==> src/rtl/fpu_arbiter_if.sv <==
// Requester, response and FPU-side signal bundle for fpu_arbiter.
// The slave modport is the arbiter's view; the master modport drives it.
interface fpu_arbiter_if #(
  parameter int CTL_W  = 5,
  parameter int DATA_W = 32
);
  logic              r0_valid;
  logic              r0_ready;
  logic [CTL_W-1:0]  r0_ctl;
  logic [DATA_W-1:0] r0_x1;
  logic [DATA_W-1:0] r0_x2;
  logic              r0_rsp_valid;
  logic              r0_rsp_ready;

  logic              r1_valid;
  logic              r1_ready;
  logic [CTL_W-1:0]  r1_ctl;
  logic [DATA_W-1:0] r1_x1;
  logic [DATA_W-1:0] r1_x2;
  logic              r1_rsp_valid;
  logic              r1_rsp_ready;

  logic [DATA_W-1:0] rsp_y;
  logic              rsp_err;

  logic              fpu_en;
  logic [CTL_W-1:0]  fpu_ctl;
  logic [DATA_W-1:0] fpu_x1;
  logic [DATA_W-1:0] fpu_x2;
  logic              fpu_ready;
  logic [DATA_W-1:0] fpu_y;

  logic              busy;

  modport slave (
    input  r0_valid, r0_ctl, r0_x1, r0_x2, r0_rsp_ready,
    input  r1_valid, r1_ctl, r1_x1, r1_x2, r1_rsp_ready,
    input  fpu_ready, fpu_y,
    output r0_ready, r0_rsp_valid, r1_ready, r1_rsp_valid,
    output rsp_y, rsp_err, fpu_en, fpu_ctl, fpu_x1, fpu_x2, busy
  );

  modport master (
    output r0_valid, r0_ctl, r0_x1, r0_x2, r0_rsp_ready,
    output r1_valid, r1_ctl, r1_x1, r1_x2, r1_rsp_ready,
    output fpu_ready, fpu_y,
    input  r0_ready, r0_rsp_valid, r1_ready, r1_rsp_valid,
    input  rsp_y, rsp_err, fpu_en, fpu_ctl, fpu_x1, fpu_x2, busy
  );
endinterface

==> src/rtl/fpu_arbiter.sv <==
// Round-robin sharing of one FPU between two requesters, with a valid/ready response path.
// Optional WAIT watchdog enabled by defining FPU_ARB_TIMEOUT_EN.
module fpu_arbiter #(
  parameter int CTL_W   = 5,
  parameter int DATA_W  = 32,
  parameter int MAX_CTL = 20,
  parameter int TIMEOUT = 31
) (
  input  logic          clk,
  input  logic          rstn,
  fpu_arbiter_if.slave  bus
);

  typedef enum logic [1:0] {
    S_IDLE,
    S_ISSUE,
    S_WAIT,
    S_RESP
  } state_e;

  localparam logic [CTL_W-1:0] MAX_CTL_L = CTL_W'(MAX_CTL);

  state_e            state_q, state_d;
  logic              last_grant_q, last_grant_d;
  logic              owner_q, owner_d;
  logic [CTL_W-1:0]  ctl_q, ctl_d;
  logic [DATA_W-1:0] x1_q, x1_d;
  logic [DATA_W-1:0] x2_q, x2_d;
  logic [DATA_W-1:0] y_q, y_d;
  logic              err_q, err_d;

`ifdef FPU_ARB_TIMEOUT_EN
  localparam logic [7:0] TIMEOUT_L = 8'(TIMEOUT);
  logic [7:0] wcnt_q, wcnt_d;
`else
  logic [7:0] unused_timeout;
  assign unused_timeout = 8'(TIMEOUT);
`endif

  logic              grant;
  logic              accept;
  logic              own_rsp_ready;
  logic [CTL_W-1:0]  sel_ctl;
  logic [DATA_W-1:0] sel_x1;
  logic [DATA_W-1:0] sel_x2;

  // On contention the requester that did not win last time gets the slot.
  always_comb begin
    grant = 1'b0;
    if (bus.r0_valid && bus.r1_valid) grant = ~last_grant_q;
    else if (bus.r1_valid)            grant = 1'b1;
  end

  assign bus.r0_ready = (state_q == S_IDLE) && !grant && bus.r0_valid;
  assign bus.r1_ready = (state_q == S_IDLE) &&  grant && bus.r1_valid;
  assign accept       = bus.r0_ready || bus.r1_ready;

  assign sel_ctl       = grant ? bus.r1_ctl : bus.r0_ctl;
  assign sel_x1        = grant ? bus.r1_x1  : bus.r0_x1;
  assign sel_x2        = grant ? bus.r1_x2  : bus.r0_x2;
  assign own_rsp_ready = owner_q ? bus.r1_rsp_ready : bus.r0_rsp_ready;

  // NOTE: every variable gets its hold value before the case, so no path leaves one unassigned and no latch is inferred.
  always_comb begin
    state_d      = state_q;
    last_grant_d = last_grant_q;
    owner_d      = owner_q;
    ctl_d        = ctl_q;
    x1_d         = x1_q;
    x2_d         = x2_q;
    y_d          = y_q;
    err_d        = err_q;
`ifdef FPU_ARB_TIMEOUT_EN
    wcnt_d       = wcnt_q;
`endif
    unique case (state_q)
      S_IDLE: begin
        if (accept) begin
          owner_d = grant;
          ctl_d   = sel_ctl;
          x1_d    = sel_x1;
          x2_d    = sel_x2;
          if (sel_ctl <= MAX_CTL_L) begin
            state_d = S_ISSUE;
          end else begin
            // Unknown opcode: answer with an error without ever pulsing the FPU.
            y_d     = '0;
            err_d   = 1'b1;
            state_d = S_RESP;
          end
        end
      end
      S_ISSUE: begin
        state_d = S_WAIT;
`ifdef FPU_ARB_TIMEOUT_EN
        wcnt_d  = '0;
`endif
      end
      S_WAIT: begin
        if (bus.fpu_ready) begin
          y_d     = bus.fpu_y;
          err_d   = 1'b0;
          state_d = S_RESP;
        end
`ifdef FPU_ARB_TIMEOUT_EN
        else if (wcnt_q == TIMEOUT_L - 8'd1) begin
          y_d     = '0;
          err_d   = 1'b1;
          state_d = S_RESP;
        end else begin
          wcnt_d = wcnt_q + 8'd1;
        end
`endif
      end
      S_RESP: begin
        if (own_rsp_ready) begin
          last_grant_d = owner_q;
          state_d      = S_IDLE;
        end
      end
      default: state_d = S_IDLE;
    endcase
  end

  // NOTE: sequential state uses non-blocking assignments so every register samples pre-edge values.
  always_ff @(posedge clk) begin
    if (!rstn) begin
      state_q      <= S_IDLE;
      last_grant_q <= 1'b1;
      owner_q      <= 1'b0;
      // NOTE: the operand and result registers drive outputs directly, so they are reset rather than left undefined.
      ctl_q        <= '0;
      x1_q         <= '0;
      x2_q         <= '0;
      y_q          <= '0;
      err_q        <= 1'b0;
    end else begin
      state_q      <= state_d;
      last_grant_q <= last_grant_d;
      owner_q      <= owner_d;
      ctl_q        <= ctl_d;
      x1_q         <= x1_d;
      x2_q         <= x2_d;
      y_q          <= y_d;
      err_q        <= err_d;
    end
  end

`ifdef FPU_ARB_TIMEOUT_EN
  always_ff @(posedge clk) begin
    if (!rstn) wcnt_q <= '0;
    else       wcnt_q <= wcnt_d;
  end
`endif

  // Operands stay parked through WAIT: the FPU picks its result by ctl at completion.
  assign bus.fpu_en       = (state_q == S_ISSUE);
  assign bus.fpu_ctl      = ctl_q;
  assign bus.fpu_x1       = x1_q;
  assign bus.fpu_x2       = x2_q;
  assign bus.rsp_y        = y_q;
  assign bus.rsp_err      = err_q;
  assign bus.r0_rsp_valid = (state_q == S_RESP) && !owner_q;
  assign bus.r1_rsp_valid = (state_q == S_RESP) &&  owner_q;
  assign bus.busy         = (state_q != S_IDLE);

endmodule

==> src/flat_wrapper.sv <==
// flat-port wrapper written by rule: the top's interface ports become plain ports
module fpu_arbiter_flat 
#(
  parameter int CTL_W   = 5,
  parameter int DATA_W  = 32,
  parameter int MAX_CTL = 20,
  parameter int TIMEOUT = 31
)
  (clk, rstn, bus_r0_valid, bus_r0_ctl, bus_r0_x1, bus_r0_x2, bus_r0_rsp_ready, bus_r1_valid, bus_r1_ctl, bus_r1_x1, bus_r1_x2, bus_r1_rsp_ready, bus_fpu_ready, bus_fpu_y, bus_r0_ready, bus_r0_rsp_valid, bus_r1_ready, bus_r1_rsp_valid, bus_rsp_y, bus_rsp_err, bus_fpu_en, bus_fpu_ctl, bus_fpu_x1, bus_fpu_x2, bus_busy);
  fpu_arbiter_if #(.CTL_W(CTL_W), .DATA_W(DATA_W)) bus_i ();
  input  logic clk;
  input  logic rstn;
  input wire logic [$bits(bus_i.r0_valid)-1:0] bus_r0_valid;
  input wire logic [$bits(bus_i.r0_ctl)-1:0] bus_r0_ctl;
  input wire logic [$bits(bus_i.r0_x1)-1:0] bus_r0_x1;
  input wire logic [$bits(bus_i.r0_x2)-1:0] bus_r0_x2;
  input wire logic [$bits(bus_i.r0_rsp_ready)-1:0] bus_r0_rsp_ready;
  input wire logic [$bits(bus_i.r1_valid)-1:0] bus_r1_valid;
  input wire logic [$bits(bus_i.r1_ctl)-1:0] bus_r1_ctl;
  input wire logic [$bits(bus_i.r1_x1)-1:0] bus_r1_x1;
  input wire logic [$bits(bus_i.r1_x2)-1:0] bus_r1_x2;
  input wire logic [$bits(bus_i.r1_rsp_ready)-1:0] bus_r1_rsp_ready;
  input wire logic [$bits(bus_i.fpu_ready)-1:0] bus_fpu_ready;
  input wire logic [$bits(bus_i.fpu_y)-1:0] bus_fpu_y;
  output wire logic [$bits(bus_i.r0_ready)-1:0] bus_r0_ready;
  output wire logic [$bits(bus_i.r0_rsp_valid)-1:0] bus_r0_rsp_valid;
  output wire logic [$bits(bus_i.r1_ready)-1:0] bus_r1_ready;
  output wire logic [$bits(bus_i.r1_rsp_valid)-1:0] bus_r1_rsp_valid;
  output wire logic [$bits(bus_i.rsp_y)-1:0] bus_rsp_y;
  output wire logic [$bits(bus_i.rsp_err)-1:0] bus_rsp_err;
  output wire logic [$bits(bus_i.fpu_en)-1:0] bus_fpu_en;
  output wire logic [$bits(bus_i.fpu_ctl)-1:0] bus_fpu_ctl;
  output wire logic [$bits(bus_i.fpu_x1)-1:0] bus_fpu_x1;
  output wire logic [$bits(bus_i.fpu_x2)-1:0] bus_fpu_x2;
  output wire logic [$bits(bus_i.busy)-1:0] bus_busy;
  assign bus_i.r0_valid = bus_r0_valid;
  assign bus_i.r0_ctl = bus_r0_ctl;
  assign bus_i.r0_x1 = bus_r0_x1;
  assign bus_i.r0_x2 = bus_r0_x2;
  assign bus_i.r0_rsp_ready = bus_r0_rsp_ready;
  assign bus_i.r1_valid = bus_r1_valid;
  assign bus_i.r1_ctl = bus_r1_ctl;
  assign bus_i.r1_x1 = bus_r1_x1;
  assign bus_i.r1_x2 = bus_r1_x2;
  assign bus_i.r1_rsp_ready = bus_r1_rsp_ready;
  assign bus_i.fpu_ready = bus_fpu_ready;
  assign bus_i.fpu_y = bus_fpu_y;
  assign bus_r0_ready = bus_i.r0_ready;
  assign bus_r0_rsp_valid = bus_i.r0_rsp_valid;
  assign bus_r1_ready = bus_i.r1_ready;
  assign bus_r1_rsp_valid = bus_i.r1_rsp_valid;
  assign bus_rsp_y = bus_i.rsp_y;
  assign bus_rsp_err = bus_i.rsp_err;
  assign bus_fpu_en = bus_i.fpu_en;
  assign bus_fpu_ctl = bus_i.fpu_ctl;
  assign bus_fpu_x1 = bus_i.fpu_x1;
  assign bus_fpu_x2 = bus_i.fpu_x2;
  assign bus_busy = bus_i.busy;
  fpu_arbiter #(.CTL_W(CTL_W), .DATA_W(DATA_W), .MAX_CTL(MAX_CTL), .TIMEOUT(TIMEOUT)) u_core (.clk(clk), .rstn(rstn), .bus(bus_i));
endmodule
==> config.mk <==
export PLATFORM = sky130hd
export DESIGN_NAME = fpu_arbiter_flat
export DESIGN_NICKNAME = d
export VERILOG_FILES = /design/src/rtl/fpu_arbiter_if.sv /design/src/rtl/fpu_arbiter.sv /design/src/flat_wrapper.sv
export SDC_FILE = /design/constraint.sdc
export NUM_CORES = 1
export LEC_CHECK = 0
export ABC_CLOCK_PERIOD_IN_PS = 2800
export BUFFER_PORTS_ARGS = -buffer_cell sky130_fd_sc_hd__buf_2
export CORE_ASPECT_RATIO = 0.6
export CORE_MARGIN = 2
export CORE_UTILIZATION = 43
export CTS_CLUSTER_DIAMETER = 50
export CTS_CLUSTER_SIZE = 40
export DETAILED_ROUTE_END_ITERATION = 7
export PLACE_DENSITY = 0.85
export SLEW_MARGIN = 20
export SYNTH_ARGS = -nofsm -noshare
export SYNTH_HDL_FRONTEND = slang
export SYNTH_SLANG_ARGS = --single-unit
==> constraint.sdc <==
create_clock -name clk -period 2.8 [get_ports clk]
set_clock_uncertainty 0.05 [all_clocks]
set_input_delay 0.42 -clock clk [delete_from_list [all_inputs] [get_ports clk]]
set_output_delay 0.42 -clock clk [all_outputs]
set_load 0.03 [all_outputs]
==> results of run 1 <==
critical path, delay by kind of cell, from the launching register on:
| kind | cells | cell delay, ns |
|---|---|---|
| multiplexers | 1 | 0.25 |
| AO/OA/AOI/OAI | 3 | 1.07 |
| flip-flops | 1 | 0.47 |
| buffers and inverters | 1 | 0.29 |
per-layer routing:
layer	routed length [um]	up-vias
li1	-	2493
met1	6260	2282
met2	6950	195
met3	1110	17
met4	188	0
met5	0	-
layout make-up:
class | count | share of cell area (%)
clock inverter | 6 | 1.12
sequential | 106 | 32.9
multi-input combinational | 412 | 35.9
inverter | 4 | 0.233
tap | 139 | 2.69
timing repair buffer | 292 | 23.5
clock buffer | 10 | 3.70
path summary, 6_finish.rpt:
| path | start | endpoint | slack (ns) | cells past startpoint |
|---|---|---|---|---|
| worst max register to register | u_core.last_grant_q | u_core.bus.rsp_y[1] | 0.57 | 5 |
| worst min-delay path | bus_r1_x2[5] | u_core.bus.fpu_x2[5] | 0.28 | 3 |
| worst max-delay path | u_core.last_grant_q | u_core.bus.rsp_y[1] | 0.57 | 5 |
| worst min register to register | u_core.bus.rsp_y[18] | u_core.bus.rsp_y[18] | 0.40 | 2 |
state kept, by name (all words and copies together) (netlist names):
name / count
u_core.bus.fpu_ctl: 5
u_core.bus.fpu_x1: 32
u_core.bus.fpu_x2: 32
u_core.bus.rsp_err: 1
u_core.bus.rsp_y: 32
u_core.last_grant_q: 1
u_core.owner_q: 1
u_core.state_q: 2
synth_stat cells:
cell type,count,area [um^2]
dfxtp_1,106,2120
nor3b_1,1,7.51
and3_1,1,6.26
nand2b_1,1,6.26
buf_2,2,10.0
a31oi_1,1,6.26
buf_1,2,7.51
a211oi_1,2,15.0
o21a_1,3,22.5
a21boi_2,1,11.3
nor2b_1,2,12.5
inv_2,1,3.75
nor2_1,75,282
clkbuf_1,44,165
nand2_1,172,646
o21ai_0,2,10.0
ha_1,5,62.6
o211ai_1,2,15.0
or3_4,1,11.3
inv_1,3,11.3
nand3_1,32,160
and2_1,1,6.26
buf_6,1,11.3
nor2b_4,1,13.8
buf_8,3,45.0
a311oi_1,68,596
mux2i_1,34,340
a21bo_1,1,10.0
a21oi_1,3,15.0
o32ai_1,1,8.76
o211a_1,1,10.0
a221oi_4,1,26.3
cells in the final DEF, fill, tap and decap left out, types with 2 or more instances in the layout:
master / netlist / routed
a21oi_1: 3 / 3
buf_2: 2 / 284
buf_12: 0 / 3
inv_6: 0 / 2
nor2_1: 75 / 74
o21a_1: 3 / 3
nand2_1: 172 / 172
mux2i_1: 34 / 34
a211oi_1: 2 / 2
o211ai_1: 2 / 2
ha_1: 5 / 5
a311oi_1: 68 / 68
inv_1: 3 / 3
nand3_1: 32 / 32
o21ai_0: 2 / 2
clkbuf_16: 0 / 9
buf_4: 0 / 5
dfxtp_1: 106 / 106
nor2b_1: 2 / 2
kinds of logic (layout without fill, tap and decap cells):
| family | Yosys count | count (layout) | share of synthesized area [%] |
|---|---|---|---|
| simple gates | 287 | 287 | 24.6 |
| flops | 106 | 106 | 45.4 |
| compound gates | 86 | 86 | 15.9 |
| buf+inv | 56 | 312 | 5.43 |
| mux | 34 | 34 | 7.28 |
| fa+ha+maj | 5 | 5 | 1.34 |
stage by stage:
stage          util (%)  setup WS, ns  instance area [um^2]
5_1_grt            60.9         0.442                  6460
3_3_place_gp       58.0         0.637                  6140
2_1_floorplan         -         0.605                  4680
3_5_place_dp       58.0         0.503                  6140
6_report           60.9         0.574                  6460
4_1_cts            60.9         0.599                  6460
power breakdown:
part	internal, uW	total (uW)	switching, uW
Clock	732	1320	592
Combinational	1030	3140	2120
Sequential	1940	2160	222
==> impl.org, run 1 <==
** Drt
- Once detail routing completed, the nets flagged for antenna violations numbered 0.
- Via count normalized by instance count :: 5.15
- Total detailed-routing wirelength :: 14,500 um
- The final route contains 4,987 vias.
- For this run, design rule violations remaining after detail routing come to 0.
- The first routing iteration left 267 violations.
- In the final routed layout, each cell accounts on average for 15.0 um.
- First-pass detailed-route iteration total :: 6

** Clocking
- Clock-pin slew was measured on the worst setup and hold paths at 0.07 ns.
- In this run, CTS created clock tree buffers numbering 9.
- Hold repair after CTS inserted 0 buffers.
- Max clock buf depth :: 2
- The root buffer cell chosen for the clock tree is clkbuf_16.
- At the later pin of the worst-skew pair, clock insertion delay measures 0.34 ns.
- Setup bufs post-CTS :: 0
- For this design, the sink count on the clock tree is 106.
- Resized Gates After CTS :: 0
- Clock tree from TritonCTS :: done
- The clock tree synthesis step divided the H-tree into 3 levels.

** GRT
- Entering global routing, the biggest net connects 140 pins.
- First-pass GRT wire length :: 22,900 um
- Global routing used 23.9% of the available tracks.
- met2 is the most crowded layer.
- Global routing met1 resource utilization :: 30.3%
- For met3 alone, demand over resource in global routing was 6.67%.
- Met2 track demand over resource in global routing :: 40.3%
- The number of antenna violations at the first check in global routing came to 0.
- Via count of the first global-routing pass :: 4,788
- For this run the aggregate overflow at the end of global routing stands at 0.

** Finish
- Proportion of layout cells with a drive suffix above 1 :: 38.0%
- # fillers :: 937
- The net count of the finished layout is 1,007.
- Sequential cell area :: 0.00212 mm^2
- Diode insertion count for antenna repair :: 0
- From synthesis to final layout, the design area changed by 38.1%.
- Summing all multi-input logic gate instances after layout gives 0.00231 mm^2.
- Fin cells :: 969

** Setup path
- WP data required :: 3.02 ns
- For this design, the slowest cell found on the critical path is a21bo_2.
- Data on the critical path arrives at its endpoint at 2.44 ns.
- The signal on the critical path passes through a21bo_2 -> o211ai_1 -> a221oi_4 -> buf_12 -> mux2i_1.
- Type of the worst setup path :: reg2reg
- Along the worst path, the maximum fanout reaches 33.
- STA classifies the critical path endpoint as a flip-flop.
- On the worst path, the slowest cell contributes a delay of 0.48 ns.
- Setup crit start kind :: flip-flop

** Logic synthesis
- Sequential elements use 45.4% of the synthesized area.
- After synthesis, the netlist uses 32 different library cells.
- Cell count after synthesis :: 574
- Synthesized flop and latch total :: 106
- Mean cell area of the mapped netlist :: 8.15 um^2
- During synthesis, Yosys emitted a total of 0 warnings.
- The mapped netlist covers 0.00468 mm^2.
- Post-Synthesis Net Count :: 756

** Flow run
- Across the run, the number of max-cap violations was 0.

** Placed design
- Post-Place Cells :: 953
- Detailed placer's ending HPWL :: 10,500 um
- Routability-driven placement finished with a final weighted congestion of 0.840.
- In this run the tool buffered the top-level ports with 284 buffer cells.

** Die
- Die width :: 139 um
- For this design the top-level I/O count stands at 285.
- The floorplan step set the die height to 84.8 um.
- Number of core rows :: 29
- The initial utilization of the core area, before any placement, comes to 44.1%.
- Core region area :: 0.0106 mm^2
- Overall die area :: 0.0118 mm^2

** Hold path
- The path class of the tightest hold or removal check is in2reg.

** Timing
- In the final timing run, aggregate negative setup slack is 0 ns.
- Counting I/O delays and the setup requirement, the final critical path takes 2.23 ns.
- In this run the tightest slew margin relative to its limit is 56.8%.
- Tcrit/Tclk final :: 79.5%
- The count of final hold-check violations was 0.
- At the pin with the least slew margin, the transition time is 0.648 ns.
- Final Max Tran Viols :: 0
- Setup repair after global routing left no endpoint under its margin.
- Final hold slack :: 0.276 ns
- Maximum clock frequency :: 449 MHz
- Setup violations remaining at the end of the flow were counted as 0.

** Power and ir drop
- In this run the power density over the cells is 1030 mW/mm^2.
- Leakage power total :: 0.00315 uW
- The worst-case IR drop observed on VDD is 0.000596 V.
- Overall power of the completed layout :: 6630 uW

** Status
- The flow ran to the end, and the final reports show no timing, DRC or antenna violations.
Power figures use the tool's default switching activity.
==> run 2: changes to the inputs <==
Settings changed: ABC_CLOCK_PERIOD_IN_PS 2800 to 2100.
Clock period 2.8 ns to 2.1 ns, I/O delays scaled along.
==> run 2 against run 1 <==
  * Routed wire length decreased by 2.2%
  * Critical path type unchanged
  * Via count about the same
  * Highest routed layer unchanged
  * Clock power increased by 16%
  * Critical endpoint is now u_core.bus.rsp_y[28]
==> impl.org, run 2 (synthesized netlist as in run 1, its figures left out) <==
** Clocking
- The tree is rooted in a clkbuf_16.
- Counting the buffers created by CTS gives 9.
- Clock-pin slew was measured on the worst setup and hold paths at 0.07 ns.
- After clock tree synthesis, the flow added hold-fix buffers numbering 0.
- Max clock buf depth :: 2
- Clock tree from TritonCTS :: done
- The later pin in the worst-skew pair is clocked with a latency of 0.33 ns.
- Clock Sink Count :: 106
- In this run the number of H-tree levels came out at 3.

** Power and ir drop
- Sequential cells burn 32.2% of the power.
- Net switching is 43.9% of the power.
- Fraction of power consumed by combinational cells :: 50.8%
- NetSw :: 3950 uW
- Clock power frac :: 17.0%
- In this run the power density over the cells is 1360 mW/mm^2.
- IR analysis of the VDD net gives a maximum drop of 0.000727 V.
- Summed over all cells, the static leakage comes to 0.00321 uW.
- Internal Pwr Total :: 5050 uW

** Finish
- Leaving out filler cells and counting taps, the final layout contains 982.
- The post-route netlist has 39.7% of its cells at a drive strength greater than 1.
- Diode insertion count for antenna repair :: 0
- For this run, the post-layout net count is 1,020.
- Cells fill 62.3% of the core in the end.
- Fill cells in the final layout number 922.
- Commonest non-fill, non-tap cell in the layout :: buf_2
- From synthesis to final layout, the design area changed by 41.3%.
- Most frequent cells in the layout :: 284 x buf_2, 172 x nand2_1, 104 x dfxtp_1

** Setup path
- Delay-heaviest family, CP :: simple AND/OR/NAND/NOR gates
- Setup crit start kind :: flip-flop
- Delay of the slowest critical-path stage :: 0.39 ns
- STA puts the critical path data required time at 2.31 ns.
- Type of the worst setup path :: reg2reg
- The critical path goes through inv_4 -> ha_4 -> nor3b_4 -> or3_4 -> a221oi_4 -> buf_4 -> clkbuf_16 -> mux2i_1.
- Arrival time worst endpoint :: 2.27 ns
- CP endpoint kind :: flip-flop
- Largest driver fanout on the critical path :: 8
- The slowest stage of the critical path is the or3_4 cell.
- Together, buffers and inverters on the worst path number 3.

** GRT
- Number of antenna violations at the first check in global routing :: 0
- GR Util All Layers :: 23.1%
- Largest net degree at the start of global routing :: 67
- The first global-routing pass estimated 22,400 um of wire.
- Via count of the first global-routing pass :: 4,443
- Global-route congestion overflow total :: 0

** Die
- The core region is 0.0106 mm^2.
- Number of core rows :: 29
- The die covers 0.0118 mm^2.
- Measured along the x axis, the die boundary spans 139 um.
- Initial Util :: 44.1%
- Die span in y :: 84.8 um
- 285 I/O pins were placed.

** Timing
- The final number of max-transition violations is 0.
- Dividing the final minimum period by the clock period gives 97.9%.
- The count of final hold-check violations was 0.
- Final setup vio count :: 0
- Setup slack closes at 0.0445 ns.
- Slew at the pin with the worst max-slew slack :: 0.553 ns
- Setup repair after global routing could not meet its margin everywhere.
- Counting I/O delays and the setup requirement, the final critical path takes 2.06 ns.
- Maximum clock frequency :: 486 MHz
- Slew headroom :: 62.9%

** Drt
- Summed over all layers, the routed wires come to 14,200 um.
- 1st-iter DRT viols :: 255
- The pre-antenna-repair detailed-routing pass consisted of 5 iterations.
- Number of remaining DRC errors :: 0
- The detail route stage leaves a number of antenna-violating nets equal to 0.
- Vias post-DR :: 4,990
- In the final routed layout, each cell accounts on average for 14.5 um.
- Via count normalized by instance count :: 5.08

** Flow run
- Count of max-cap constraint violations :: 0

** Hold path
- The min-delay analysis places its worst path in the category in2reg.

** Placed design
- Post-Place Cells :: 957
- Buffers placed on the I/O ports in this run total 284.
- Before CTS, the worst setup slack after placement is -0.0258 ns.
- Summed over all nets, the half-perimeter wirelength after detailed placement is 10,400 um.
- The congestion estimate from routability-driven global placement came to 0.859.

** Status
- The flow ran to the end, and the final reports show no timing, DRC or antenna violations.
## run 2: cell count changes in the layout (fill, tap and decap cells not counted), moves of 2 or more
cell	previous run	this run
dfxtp_4	0	2
ha_4	0	2
clkinv_2	1	3
inv_1	3	1
dfxtp_1	106	104
buf_6	0	2
inv_4	0	2
buf_4	5	14
clkbuf_16	9	11
ha_1	5	3
## run 2: per-layer routing
metal	GRT usage (%)	part of all wire, %	up-vias
li1	-	-	2512
met1	31.6	45	2245
met2	36.5	45	212
met3	6.73	8.4	21
met4	5.69	1.5	0
met5	0	0	-
## run 2: path summary, 6_finish.rpt
path / startpoint / to / slack [ns] / depth (start not counted)
max: u_core.state_q[1] / u_core.bus.rsp_y[28] / 0.04 / 8
min: bus_r1_x1[31] / u_core.bus.fpu_x1[31] / 0.19 / 3
max reg2reg: u_core.state_q[1] / u_core.bus.rsp_y[28] / 0.04 / 8
min reg2reg: u_core.bus.rsp_y[11] / u_core.bus.rsp_y[11] / 0.40 / 2
## run 2: area by class of cell
cell class | instances | area, um^2 | area share (%)
Clock inverter | 6 | 40.0 | 0.606
Inverter | 4 | 20.0 | 0.303
Clock buffer | 10 | 229 | 3.47
Sequential cell | 106 | 2130 | 32.2
Tap cell | 139 | 174 | 2.63
Multi-Input combinational cell | 412 | 2350 | 35.6
Timing Repair Buffer | 305 | 1660 | 25.1
## run 2: power groups by stage
stage / Clock [uW] / Sequential, uW / Combinational [uW]
floorplan: 0 / 3990 / 2020
global placement: 0 / 2900 / 4170
detailed placement: 0 / 2920 / 4210
CTS: 1560 / 2880 / 4210
global route: 1650 / 2970 / 4920
finish: 1530 / 2900 / 4570
## run 2: worst reg2reg max path: cells and delay by family (launching register included)
family | cells | cell delay (ns)
adders and majority gates | 1 | 0.15
buffers and inverters | 3 | 0.40
DFF | 1 | 0.38
and+or+nand+nor | 2 | 0.53
muxes | 1 | 0.18
AOI/OAI and AO/OA | 1 | 0.29
## run 2: per-stage QoR
stage	total power (uW)	cell area, um^2	TNS (ns)	hold slack, ns
4_1_cts	8660	6450	-0.0183	0.173
6_report	9000	6610	0	0.186
2_1_floorplan	6020	4680	0	0.418
3_5_place_dp	7130	6180	-0.0265	0.394
3_3_place_gp	7080	6180	0	0.389
5_1_grt	9540	6610	-0.152	0.169
## run 2: repair_timing
item	CTS	global route
pin swaps	0	2
cloned	0	3
endpoints found under the setup margin	4	33
buffers inserted	0	6
resized for setup	1	12
==> run 3: changes to the inputs <==
Settings changed: CTS_CLUSTER_DIAMETER 50 to 150, MAX_ROUTING_LAYER set to met4, PLACE_DENSITY 0.85 to unset, PLACE_DENSITY_LB_ADDON set to 0.1.
==> run 3 against run 2 <==
  * Clock-buffer cell count is 1 lower
  * Non-clock buffer count is 4 lower
  * Cell count is 0.41% lower
  * Core utilization is 0.13 points higher
  * Combinational power hardly changed
  * Register-to-register slack hardly changed
  * Cell area is 0.21% higher
  * Sequential share of layout area is 0.067 points lower
  * Die area stayed put
  * Critical endpoint is now u_core.bus.rsp_y[5]
  * Largest power group unchanged
==> impl.org, run 3 (synthesized netlist as in run 1, its figures left out) <==
** Finish
- Total area of multi-input combinational cells :: 0.00234 mm^2
- NumNets Final :: 1,016
- Diode insertion count for antenna repair :: 0
- Post-Layout Inst Area :: 0.00662 mm^2
- The layout has 973 filler cells.
- Proportion of layout cells with a drive suffix above 1 :: 39.5%
- The sequential cells in the finished layout cover a total of 0.00213 mm^2.
- The library cell used most frequently in the layout, excluding fill and tap cells, is buf_2.
- The top cell types in the final layout, fill and taps aside, are 284 x buf_2, 172 x nand2_1, 104 x dfxtp_1.
- Util after Layout :: 62.5%
- From synthesis to final layout, the design area changed by 41.6%.

** Hold path
- Hold Path End :: u_core.bus.fpu_x2[25]
- The startpoint identified for the worst hold timing path is bus_r1_x2[25].
- Along the worst hold path, the cell count comes to 3.
- The min-delay analysis places its worst path in the category in2reg.

** Power and ir drop
- For this design the total switching power over the nets is 4040 uW.
- The analysis attributes to cell leakage a power of 0.00320 uW.
- Maximum ir drop on the vdd rail :: 0.000745 V
- Total power density per cell area :: 1380 mW/mm^2
- Sequential fraction of design power :: 31.7%
- Of the total power, the share spent switching nets is 44.1%.
- The share of total power dissipated in the clock network is 18.7%.
- Fraction of power consumed by combinational cells :: 49.6%
- Internal Pwr Total :: 5120 uW

** GRT
- The first global-routing pass estimated 23,600 um of wire.
- The number of global-route vias before repair is 4,983.
- Number of antenna violations at the first check in global routing :: 0
- Largest net degree at the start of global routing :: 105
- Global routing consumed, over all layers together, 25.0% of the routing resources.
- After global routing the overflow that remains totals 0.

** Drt
- Met3 Routed Length :: 1060 um
- First-pass detailed-route iteration total :: 5
- 1st-iter DRT viols :: 216
- Total detailed-routing wirelength :: 15,300 um
- Number of remaining DRC errors :: 0
- The detailed router placed 5,125 vias in this run.
- Topmost layer with routed signal wires :: met4
- After detailed routing, the number of vias per cell comes to 5.24.
- Antenna Nets Post-Route :: 0
- Wire segments on met2 add up to 7480 um in the final route.
- After detailed routing, the average wire length per cell comes to 15.6 um.
- M1 WL :: 6410 um

** Timing
- In this run the tightest slew margin relative to its limit is 56.8%.
- Hold Fails Final Rpt :: 0
- Final setup vio count :: 0
- Based on the critical path, the design can be clocked at up to 486 MHz.
- Post-layout minimum cycle time :: 2.06 ns
- Setup slack on the critical path of the routed design comes to 0.0424 ns.
- For the pin with the worst max-slew slack, the measured transition is 0.647 ns.
- Dividing the final minimum period by the clock period gives 98.0%.
- The final number of max-transition violations came to 0.
- Total negative slack for setup checks :: 0 ns

** Setup path
- The most numerous cell type found on the critical path is buf_6.
- Delay-heaviest family, CP :: simple AND/OR/NAND/NOR gates
- The startpoint identified for the worst register-to-register timing path is u_core.state_q[0].
- The endpoint identified for the worst register-to-register timing path is u_core.bus.rsp_y[5].
- Data on the critical path is required at its endpoint by 2.32 ns.
- Setup crit start kind :: flip-flop
- Max stage delay cell, worst path :: or3_4
- CP endpoint kind :: flip-flop
- For the worst setup path, the data arrival time is 2.28 ns.
- The worst register-to-register path has a setup slack of 0.04 ns.
- Counting cells, the worst reg-to-reg path comes to 8.
- Largest driver fanout on the critical path :: 8
- The setup path with the least slack is of type reg2reg.
- Delay of the slowest critical-path stage :: 0.38 ns
- Cell breakdown of the critical path :: inv_2 -> ha_4 -> nor3b_1 -> or3_4 -> a221oi_4 -> buf_6 -> buf_6 -> mux2i_1
- Count of buffering cells on the critical path with inverters included :: 3

** Die
- Number of core rows :: 29
- Number of ports placed on the die boundary :: 285
- The die covers 0.0118 mm^2.
- The die is 84.8 um tall.
- Initial Util :: 44.1%
- From left edge to right edge, the die measures 139 um.
- The floorplan step defined a core boundary enclosing 0.0106 mm^2.

** Flow run
- Count of max-cap constraint violations :: 0

** Clocking
- Root buf cell :: clkbuf_16
- H-Tree Depth :: 3
- Max clock buf depth :: 2
- After clock tree synthesis, the clock-pin slew on the worst setup and hold paths is 0.08 ns.
- Clock Sink Count :: 106
- Hold repair after CTS inserted 0 buffers.
- The later pin in the worst-skew pair is clocked with a latency of 0.34 ns.
- TritonCTS built the clock tree.
- In this run, CTS created clock tree buffers numbering 9.

** Placed design
- The congestion estimate from routability-driven global placement came to 0.860.
- The placed instances occupy a cell area of 0.00620 mm^2.
- Minimum setup slack after placement :: -0.0131 ns
- Detailed placement finished with a half-perimeter wire length of 11,100 um.
- Count of input and output buffers :: 284

** Status
- Run status :: finished, final reports clean
-- run 3: layer usage --
layer	vias up	global-route usage [%]
met3	26	5.59
li1	2506	-
met4	0	7.35
met1	2396	29.9
met2	197	42.8
met5	-	-
-- run 3: power by group through the flow --
stage          clock [uW]  sequential [uW]  combinational (uW)
2_1_floorplan           0             3990                2020
4_1_cts              1750             2890                4260
5_1_grt              1830             2980                4880
6_report             1710             2910                4550
3_5_place_dp            0             2930                4250
3_3_place_gp            0             2890                4160
-- run 3: layout make-up --
cell class / instances / share of cell area, %
multi-input combinational: 412 / 35.4
timing repair buffer: 301 / 25.0
sequential: 106 / 32.2
tap: 139 / 2.63
inverter: 4 / 0.265
clock buffer: 9 / 3.40
clock inverter: 7 / 1.15
-- run 3: per-stage QoR --
| step | total power, uW | cells | hold WS, ns |
|---|---|---|---|
| 4_1_cts | 8910 | 973 | 0.168 |
| 5_1_grt | 9690 | 978 | 0.172 |
| 6_report | 9160 | 978 | 0.178 |
| 3_5_place_dp | 7190 | 957 | 0.398 |
| 2_1_floorplan | 6020 | 574 | 0.418 |
| 3_3_place_gp | 7060 | 957 | 0.389 |
-- run 3: worst max path at each step --
stage / from / cells after the start / slack (ns) / end
after floorplan: u_core.state_q[0] / 8 / 0.009 / u_core.bus.rsp_y[0]
after global placement: u_core.state_q[1] / 7 / 0.11 / u_core.bus.rsp_y[2]
after detailed placement: u_core.state_q[1] / 7 / -0.01 / u_core.bus.rsp_y[22]
after CTS: u_core.state_q[1] / 7 / 0.01 / u_core.bus.rsp_y[22]
after global routing: u_core.state_q[0] / 8 / -0.01 / u_core.bus.rsp_y[8]
final: u_core.state_q[0] / 8 / 0.04 / u_core.bus.rsp_y[5]
-- run 3: worst register-to-register path, cell delays in order (launching register included) --
cell and delay, ns:
dfxtp_4 0.36, inv_2 0.07, ha_4 0.17, nor3b_1 0.15
or3_4 0.38, a221oi_4 0.26, buf_6 0.18, buf_6 0.17
mux2i_1 0.20
-- run 3: repair_timing --
action | CTS | global route
gates cloned | 0 | 3
resized for setup | 1 | 9
endpoints found under the setup margin | 7 | 31
buffers inserted | 0 | 2
